===== src/rtl/muldiv_pkg.sv =====
// Shared encodings for the multi-cycle multiply/divide unit.
// Latency: n/a (types, constants and a width helper only).
// Backpressure: n/a.
package muldiv_pkg;

    localparam int MULDIV_WIDTH = 32;
    localparam int MULDIV_CNT_W = $clog2(MULDIV_WIDTH);

    localparam logic [1:0] OP_MULT  = 2'b00;
    localparam logic [1:0] OP_MULTU = 2'b01;
    localparam logic [1:0] OP_DIV   = 2'b10;
    localparam logic [1:0] OP_DIVU  = 2'b11;

    typedef enum logic [1:0] {
        ST_IDLE = 2'd0,
        ST_MUL  = 2'd1,
        ST_DIV  = 2'd2,
        ST_DONE = 2'd3
    } muldiv_state_t;

    // Counter width needed to hold WIDTH-1 for an arbitrary operand width.
    function automatic int muldiv_cnt_w(input int width);
        return $clog2(width);
    endfunction

endpackage


===== src/rtl/muldiv_div_core.sv =====
// Iterative restoring divider on operand magnitudes, one quotient bit per step, MSB first.
// Latency: WIDTH steps after load; quo/rem show the sign-corrected result of the step in flight.
// Backpressure: none; the owner decides when to load and when to step. Built only with MULDIV_DIV_EN.
`ifdef MULDIV_DIV_EN
module muldiv_div_core #(
    parameter int WIDTH = 32
) (
    input  logic             clk,
    input  logic             rst,
    input  logic             load,
    input  logic             step,
    input  logic             sgn,
    input  logic [WIDTH-1:0] a,
    input  logic [WIDTH-1:0] b,
    output logic [WIDTH-1:0] quo,
    output logic [WIDTH-1:0] rem
);
    logic [WIDTH-1:0] rem_q, quo_q, div_q;
    logic             neg_quo_q, neg_rem_q;
    logic [WIDTH-1:0] a_mag, b_mag, rem_n, quo_n;
    logic [WIDTH:0]   rem_sh, diff;

    // Magnitudes for load, one shift/subtract step, and sign fix-up of the step result.
    always_comb begin
        a_mag  = (sgn && a[WIDTH-1]) ? -a : a;
        b_mag  = (sgn && b[WIDTH-1]) ? -b : b;
        rem_sh = {rem_q, quo_q[WIDTH-1]};
        diff   = rem_sh - {1'b0, div_q};
        if (!diff[WIDTH]) begin
            rem_n = diff[WIDTH-1:0];
            quo_n = {quo_q[WIDTH-2:0], 1'b1};
        end else begin
            rem_n = rem_sh[WIDTH-1:0];
            quo_n = {quo_q[WIDTH-2:0], 1'b0};
        end
        quo = neg_quo_q ? -quo_n : quo_n;
        rem = neg_rem_q ? -rem_n : rem_n;
    end

    // Dividend magnitude sits in the quotient register and shifts out as quotient bits shift in.
    always_ff @(posedge clk) begin
        if (rst) begin
            rem_q     <= '0;
            quo_q     <= '0;
            div_q     <= '0;
            neg_quo_q <= 1'b0;
            neg_rem_q <= 1'b0;
        end else if (load) begin
            rem_q     <= '0;
            quo_q     <= a_mag;
            div_q     <= b_mag;
            neg_quo_q <= sgn & (a[WIDTH-1] ^ b[WIDTH-1]);
            neg_rem_q <= sgn & a[WIDTH-1];
        end else if (step) begin
            rem_q <= rem_n;
            quo_q <= quo_n;
        end
    end

endmodule
`endif


===== src/rtl/muldiv_unit.sv =====
// HI/LO multiply/divide unit: MULT/MULTU via a MUL_LAT-deep pipeline, DIV/DIVU iterative (MULDIV_DIV_EN).
// Latency: done sampled at accept+MUL_LAT+1 (mul), accept+WIDTH+1 (div), accept+1 (div by zero / no divider).
// Backpressure: start accepted only while ready (IDLE); busy stalls the pipe; flush cancels without done.
module muldiv_unit
    import muldiv_pkg::*;
#(
    parameter int WIDTH   = MULDIV_WIDTH,
    parameter int MUL_LAT = 2
) (
    input  logic             clk,
    input  logic             rst,
    input  logic             start,
    input  logic [1:0]       op,
    input  logic [WIDTH-1:0] a,
    input  logic [WIDTH-1:0] b,
    input  logic             flush,
    output logic             ready,
    output logic             busy,
    output logic             done,
    output logic [WIDTH-1:0] hi,
    output logic [WIDTH-1:0] lo
);
    localparam int               CNT_W        = muldiv_cnt_w(WIDTH);
    localparam logic [CNT_W-1:0] MUL_CNT_INIT = CNT_W'(MUL_LAT - 1);

    muldiv_state_t      state_q, state_d;
    logic [CNT_W-1:0]   cnt_q, cnt_d;
    logic               is_mul, mul_sgn, mul_load, res_we;
    logic [WIDTH-1:0]   res_hi, res_lo;
    logic [2*WIDTH-1:0] mul_ax, mul_bx;
    logic [2*WIDTH-1:0] mul_pipe [MUL_LAT];

    assign is_mul  = (op == OP_MULT) || (op == OP_MULTU);
    assign mul_sgn = (op == OP_MULT);
    assign mul_ax  = {{WIDTH{mul_sgn & a[WIDTH-1]}}, a};
    assign mul_bx  = {{WIDTH{mul_sgn & b[WIDTH-1]}}, b};

    assign ready = (state_q == ST_IDLE);
    assign busy  = (state_q != ST_IDLE);

`ifdef MULDIV_DIV_EN
    localparam logic [CNT_W-1:0] DIV_CNT_INIT = CNT_W'(WIDTH - 1);
    logic             div_load, div_step;
    logic [WIDTH-1:0] div_quo, div_rem;

    muldiv_div_core #(.WIDTH(WIDTH)) u_div_core (
        .clk  (clk),
        .rst  (rst),
        .load (div_load),
        .step (div_step),
        .sgn  (op == OP_DIV),
        .a    (a),
        .b    (b),
        .quo  (div_quo),
        .rem  (div_rem)
    );
`endif

    // Next-state, counter and result-write decode; flush overrides everything.
    always_comb begin
        state_d  = state_q;
        cnt_d    = cnt_q;
        mul_load = 1'b0;
        res_we   = 1'b0;
        res_hi   = '0;
        res_lo   = '0;
`ifdef MULDIV_DIV_EN
        div_load = 1'b0;
        div_step = 1'b0;
`endif
        if (flush) begin
            state_d = ST_IDLE;
        end else begin
            case (state_q)
                ST_IDLE: begin
                    if (start) begin
                        if (is_mul) begin
                            state_d  = ST_MUL;
                            cnt_d    = MUL_CNT_INIT;
                            mul_load = 1'b1;
                        end else begin
`ifdef MULDIV_DIV_EN
                            if (b == '0) begin
                                state_d = ST_DONE;
                                res_we  = 1'b1;
                                res_hi  = a;
                                res_lo  = '1;
                            end else begin
                                state_d  = ST_DIV;
                                cnt_d    = DIV_CNT_INIT;
                                div_load = 1'b1;
                            end
`else
                            state_d = ST_DONE;
                            res_we  = 1'b1;
`endif
                        end
                    end
                end
                ST_MUL: begin
                    if (cnt_q == '0) begin
                        state_d          = ST_DONE;
                        res_we           = 1'b1;
                        {res_hi, res_lo} = mul_pipe[MUL_LAT-1];
                    end else begin
                        cnt_d = cnt_q - CNT_W'(1);
                    end
                end
`ifdef MULDIV_DIV_EN
                ST_DIV: begin
                    div_step = 1'b1;
                    if (cnt_q == '0) begin
                        state_d = ST_DONE;
                        res_we  = 1'b1;
                        res_hi  = div_rem;
                        res_lo  = div_quo;
                    end else begin
                        cnt_d = cnt_q - CNT_W'(1);
                    end
                end
`endif
                ST_DONE: state_d = ST_IDLE;
                default: state_d = ST_IDLE;
            endcase
        end
    end

    // State and iteration counter registers.
    always_ff @(posedge clk) begin
        if (rst) begin
            state_q <= ST_IDLE;
            cnt_q   <= '0;
        end else begin
            state_q <= state_d;
            cnt_q   <= cnt_d;
        end
    end

    // Product enters on accept and ripples one stage per cycle; the last stage feeds HI/LO.
    always_ff @(posedge clk) begin
        if (mul_load) begin
            mul_pipe[0] <= mul_ax * mul_bx;
        end
        for (int i = 1; i < MUL_LAT; i++) begin
            mul_pipe[i] <= mul_pipe[i-1];
        end
    end

    // HI/LO update only on entry to DONE; done is high for exactly the DONE cycle.
    always_ff @(posedge clk) begin
        if (rst) begin
            hi   <= '0;
            lo   <= '0;
            done <= 1'b0;
        end else begin
            done <= (state_d == ST_DONE);
            if (res_we) begin
                hi <= res_hi;
                lo <= res_lo;
            end
        end
    end

endmodule

===== config.mk =====
export PLATFORM = sky130hd
export DESIGN_NAME = muldiv_unit
export DESIGN_NICKNAME = d
export VERILOG_FILES = /design/src/rtl/muldiv_pkg.sv /design/src/rtl/muldiv_div_core.sv /design/src/rtl/muldiv_unit.sv
export SDC_FILE = /design/constraint.sdc
export NUM_CORES = 2
export LEC_CHECK = 0
export ABC_CLOCK_PERIOD_IN_PS = 21000
export BUFFER_PORTS_ARGS = -buffer_cell sky130_fd_sc_hd__clkbuf_2
export CORE_ASPECT_RATIO = 2
export CORE_UTILIZATION = 50
export DETAILED_ROUTE_END_ITERATION = 7
export GPL_TIMING_DRIVEN = 0
export PLACE_DENSITY_LB_ADDON = 0.15
export SLEW_MARGIN = 5
export SYNTH_ARGS = -nofsm -noshare
export SYNTH_HDL_FRONTEND = slang
export SYNTH_SLANG_ARGS = --single-unit

===== constraint.sdc =====
create_clock -name clk -period 21 [get_ports clk]
set_clock_uncertainty 0.05 [all_clocks]
set_input_delay 1.05 -clock clk [delete_from_list [all_inputs] [get_ports clk]]
set_output_delay 1.05 -clock clk [all_outputs]
set_load 0.05 [all_outputs]

* Word-level counts from Yosys, hierarchy flattened *
Memory sizes are Yosys's and may differ from the RTL's.
Index checks and enable logic that the tools add are counted.

storage, ports and cells
  logic and storage cells = 50
  register bits = 72
  output and inout bits = 67
  bits of input ports = 70
  bits in writable memories = 128
  memories kept = 1

memories
  memory    words  bits a word  rd ports  clocked after memory_dff  wr ports  RTL line           RTL
  mul_pipe  2      64           2         0                         2         muldiv_unit.sv:31  logic [2*WIDTH-1:0] mul_pipe [MUL_LAT];

cells by class
  equality and inequality tests = 6
  add/subtract/negate cells = 1
  mux-type cells = 26
  bitwise operators = 3
  reduce and logical (&&, ||, !) cells = 7
  multipliers = 1

operator list
  cell                                                    number
  2-to-1 mux 32 bit                                       6
  multiplier 33 x 33 -> 64 bit                            1
  2-to-1 mux 5 bit                                        3
  2-to-1 mux 1 bit                                        10
  case mux 5 bit (2 select lines)                         1
  2-to-1 mux 2 bit                                        4
  logical NOT 5 bit                                       1
  AND reduction 5 bit                                     1
  subtractor 5 x 1 -> 5 bit (second input constant)       1
  equality test 2 x 1 -> 1 bit (second input constant)    2
  logical NOT 2 bit                                       2
  inequality test 2 bit (second input constant)           2
  case mux 2 bit (2 select lines)                         1
  nonzero test 2 bit                                      2
  AND 1 bit                                               2
  equality test 2 bit (second input constant)             1
  inequality test 2 x 1 -> 1 bit (second input constant)  1
  case mux 1 bit (2 select lines)                         1
  logical OR 1 bit                                        1
  NOT 1 bit                                               1

* Longest topological paths before layout *
  word-level depth = 8
  gate-level depth with buffers = 31
  gate-level depth less buffers = 29

* Least setup slack after synthesis *
OpenSTA, ideal clock, no wires.

  path kind = input to register
  from = input op[1]
  to = memory mul_pipe[0][57] (netlist bit), data pin
  cell stages on the path = 28
  data required time = 20.685 ns
  buffers on the path = 2
  path slack = 12.235 ns
  arrival = 8.450 ns
  path through = nor2_1 > clkbuf_1 > clkbuf_1 > and3_1 > fa_1 > inv_1 > fa_1 > inv_1 > fa_1 > inv_1 > fa_1 > inv_1 > fa_1 > fa_1 > inv_1 > fa_1 > inv_1 > fa_1 > ha_1 > a211o_1 > o22ai_1 > o21ba_2 > a31oi_1 > o311ai_0 > a31o_2 > a21oi_1 > o21ai_0 > xor2_1

RTL lines
  item             RTL line           RTL
  start, declared  muldiv_unit.sv:13  input logic [1:0] op,
  end, declared    muldiv_unit.sv:31

==> run metrics <==
wire per inst=32.46 µm; initial antenna violation count=24; Post-synth EDFFs=64; Synth Area in Compound Gates=0.04030; Seq/Total Area, Yosys=0.1066; CTS clock-pin slew for the worst setup and hold paths=0.09 ns; hold_buf cts=0; Final nets=6171; CP endpoint kind=flop; drt pass-1 iters=5; Post-CTS Resized=0; top cell type's share of synthesized area=0.5167; die extent in y=419.6 µm; most used cell, CP=fa_1; area taken by multi-input logic gates=33610 µm²; Worst Hold Class=reg2reg; reg2reg path depth=10; clk_lat worst skew=0.49 ns; CTS tree=done; Root Buffer=clkbuf_16; average size of a mapped cell=9.474 µm²; buffer levels on the longest clock path=2; Post-CTS Setup Bufs=0; starting DRC count in detailed routing=2705; synthesized-area fraction occupied by adder cells=0.5778; R2R Setup Slk=17.92 ns; die area=88430 µm²; Setup TNS=0 ns; largest net degree at the start of global routing=25; crit path DAT=11.97 ns; Slew @ Worst Pin=1.483 ns; number of global-route vias before repair=37950; Max Slew Vio Count=0; RR Endpoint=lo[6]; vias=34250; post-DP HPWL=163000 µm; Die W=210.8 µm; Rows=152; cell count after placement=5899; status=completed; Area Growth Syn to Fin=6.594%; Max Freq=84.95 MHz; most frequent cells after synthesis=inv_1 (1192), fa_1 (1125), nand2_1 (752); WS Path Type=in2reg; Hold Path Depth=0; grt ovf=0; cell with the most instances after synthesis=inv_1; Fillers=8277; slowest CP cell=clkbuf_1; Synth Register Bits=200; routed wl met2=96370 µm; Synth Flop Type=dfxtp_1; Final GP Congestion=1.070; cell taking the most area after synthesis=fa_1; Detailed Route WL=193000 µm; met3 WL=13630 µm; HP Start=mul_pipe[0][13]; Final Hold Fails=0; critical path fanouts, max=10; I/O Buffers=134; share of layout cells above drive strength 1=0.04460; met1 wire length=53830 µm; hold endpoint=mul_pipe[0][77]; Post-Synth Simple-Gate Area=0.1366; unrepaired setup endpoints after global routing=no; clock sinks=200; Worst R2R Start=cnt_q[0]; post-synthesis mux area share=0; vias per inst=5.761; core footprint=86150 µm²; largest family of logic cells by synthesized area=adder cells; I/O Pins=137; Final min period=11.77 ns; largest cells by area after synthesis=fa_1 (52%), inv_1 (10%), nand2_1 (6.5%), dfxtp_1 (6.2%), ha_1 (6.1%); Mapped Cells=4601; number of distinct library cells after synthesis=59; critical path startpoint category=primary input; Synth warnings=0; Total Routing Usage GR=0.4580; Starting Density=0.5059; DRC viols=0; Post-Layout Cell Count=5946; DR top layer=met5; asr flop ratio synth=0; H-tree depth=4; antenna-violating nets left=0; Num CTS Buffers=17; Post-Synth XOR/XNOR Area=0.01587; Post-Syn Nets=6009; final setup violation count=0; Cell Area, Synth=43590 µm²; Register Area=4644 µm²; worst stage delay on the critical path=0.89 ns; Slew HR=0.01110; Max-cap violations=0; Final period util=0.5606; CP Data Required Time=21.20 ns; first-pass GRT wire length=270600 µm
## worst max-delay path, delay by kind of cell
family / cells / cell delay, ns
compound gates: 7 / 2.17
buf+inv: 5 / 1.35
fa+ha+maj: 9 / 4.87
simple gates: 6 / 2.48
## flip-flops by register name (all words and copies together) (netlist names)
register	flops
hi	32
done	1
mul_pipe	128
state_q	2
cnt_q	5
lo	32
## per-stage QoR
| step | hold WS [ns] | util | worst slack, ns | instance area (µm²) |
|---|---|---|---|---|
| finish | 0.2929 | 0.5393 | 9.228 | 46460 |
| global route | 0.2993 | 0.5389 | 9.140 | 46430 |
| CTS | 0.2943 | 0.5388 | 9.490 | 46420 |
| detailed placement | 0.2769 | 0.5316 | 8.940 | 45800 |
| global placement | 0.2734 | 0.5305 | 8.594 | 45700 |
| floorplan | 0.2733 | - | 12.23 | 43590 |
## final cells by class
class                   instances  share of cell area
multi-input cells            2975              0.7234
flip-flops and latches        200             0.09996
inverters                    1193             0.09638
well taps                    1155             0.03110
plain buffers                 233             0.01893
repair buffers                143             0.01613
clock buffers                  18            0.009237
clock inverters                14            0.004093
diodes                         15           0.0008079
## layer usage
layer,track usage,up-vias
met3,0.1114,1061
met5,0,-
met2,0.7838,1894
met4,0.5384,10
met1,0.4063,17730
li1,-,13560
## cell usage in the layout, fill, tap and decap left out, types with 15 or more instances in the layout
master | netlist | layout
inv_1 | 1192 | 1192
and3_1 | 23 | 23
and2_1 | 324 | 324
clkbuf_2 | 0 | 136
nand2_1 | 752 | 752
clkbuf_1 | 227 | 226
clkbuf_16 | 0 | 17
a21o_1 | 34 | 34
a21oi_1 | 52 | 51
dfxtp_1 | 136 | 136
nor2_1 | 131 | 130
or2_2 | 15 | 15
edfxtp_1 | 64 | 64
ha_1 | 213 | 213
o21ai_0 | 29 | 28
xor2_1 | 24 | 24
xnor2_1 | 55 | 55
diode_2 | 0 | 15
fa_1 | 1125 | 1124
a22oi_1 | 64 | 64
## how the worst max path moves through the flow
stage	startpoint	end	cells past startpoint
2_1_floorplan	op[1]	mul_pipe[0][57]	28
3_3_place_gp	op[1]	mul_pipe[0][60]	30
3_5_place_dp	op[1]	mul_pipe[0][60]	30
4_1_cts	op[1]	mul_pipe[0][60]	30
5_1_grt	op[1]	mul_pipe[0][57]	30
6_report	op[1]	mul_pipe[0][61]	27
## kinds of logic (layout without fill, tap and decap cells)
logic type | Yosys count | after routing
AOI/OAI and AO/OA | 253 | 253
xor gates and xnor gates | 79 | 79
adders and majority gates | 1338 | 1338
buffers and inverters | 1426 | 1601
DFF | 200 | 200
other | 0 | 15
and+or+nand+nor | 1305 | 1305
Power is not shown: default switching activity piles up to over one toggle a cycle in this logic, so the estimate is an artifact.
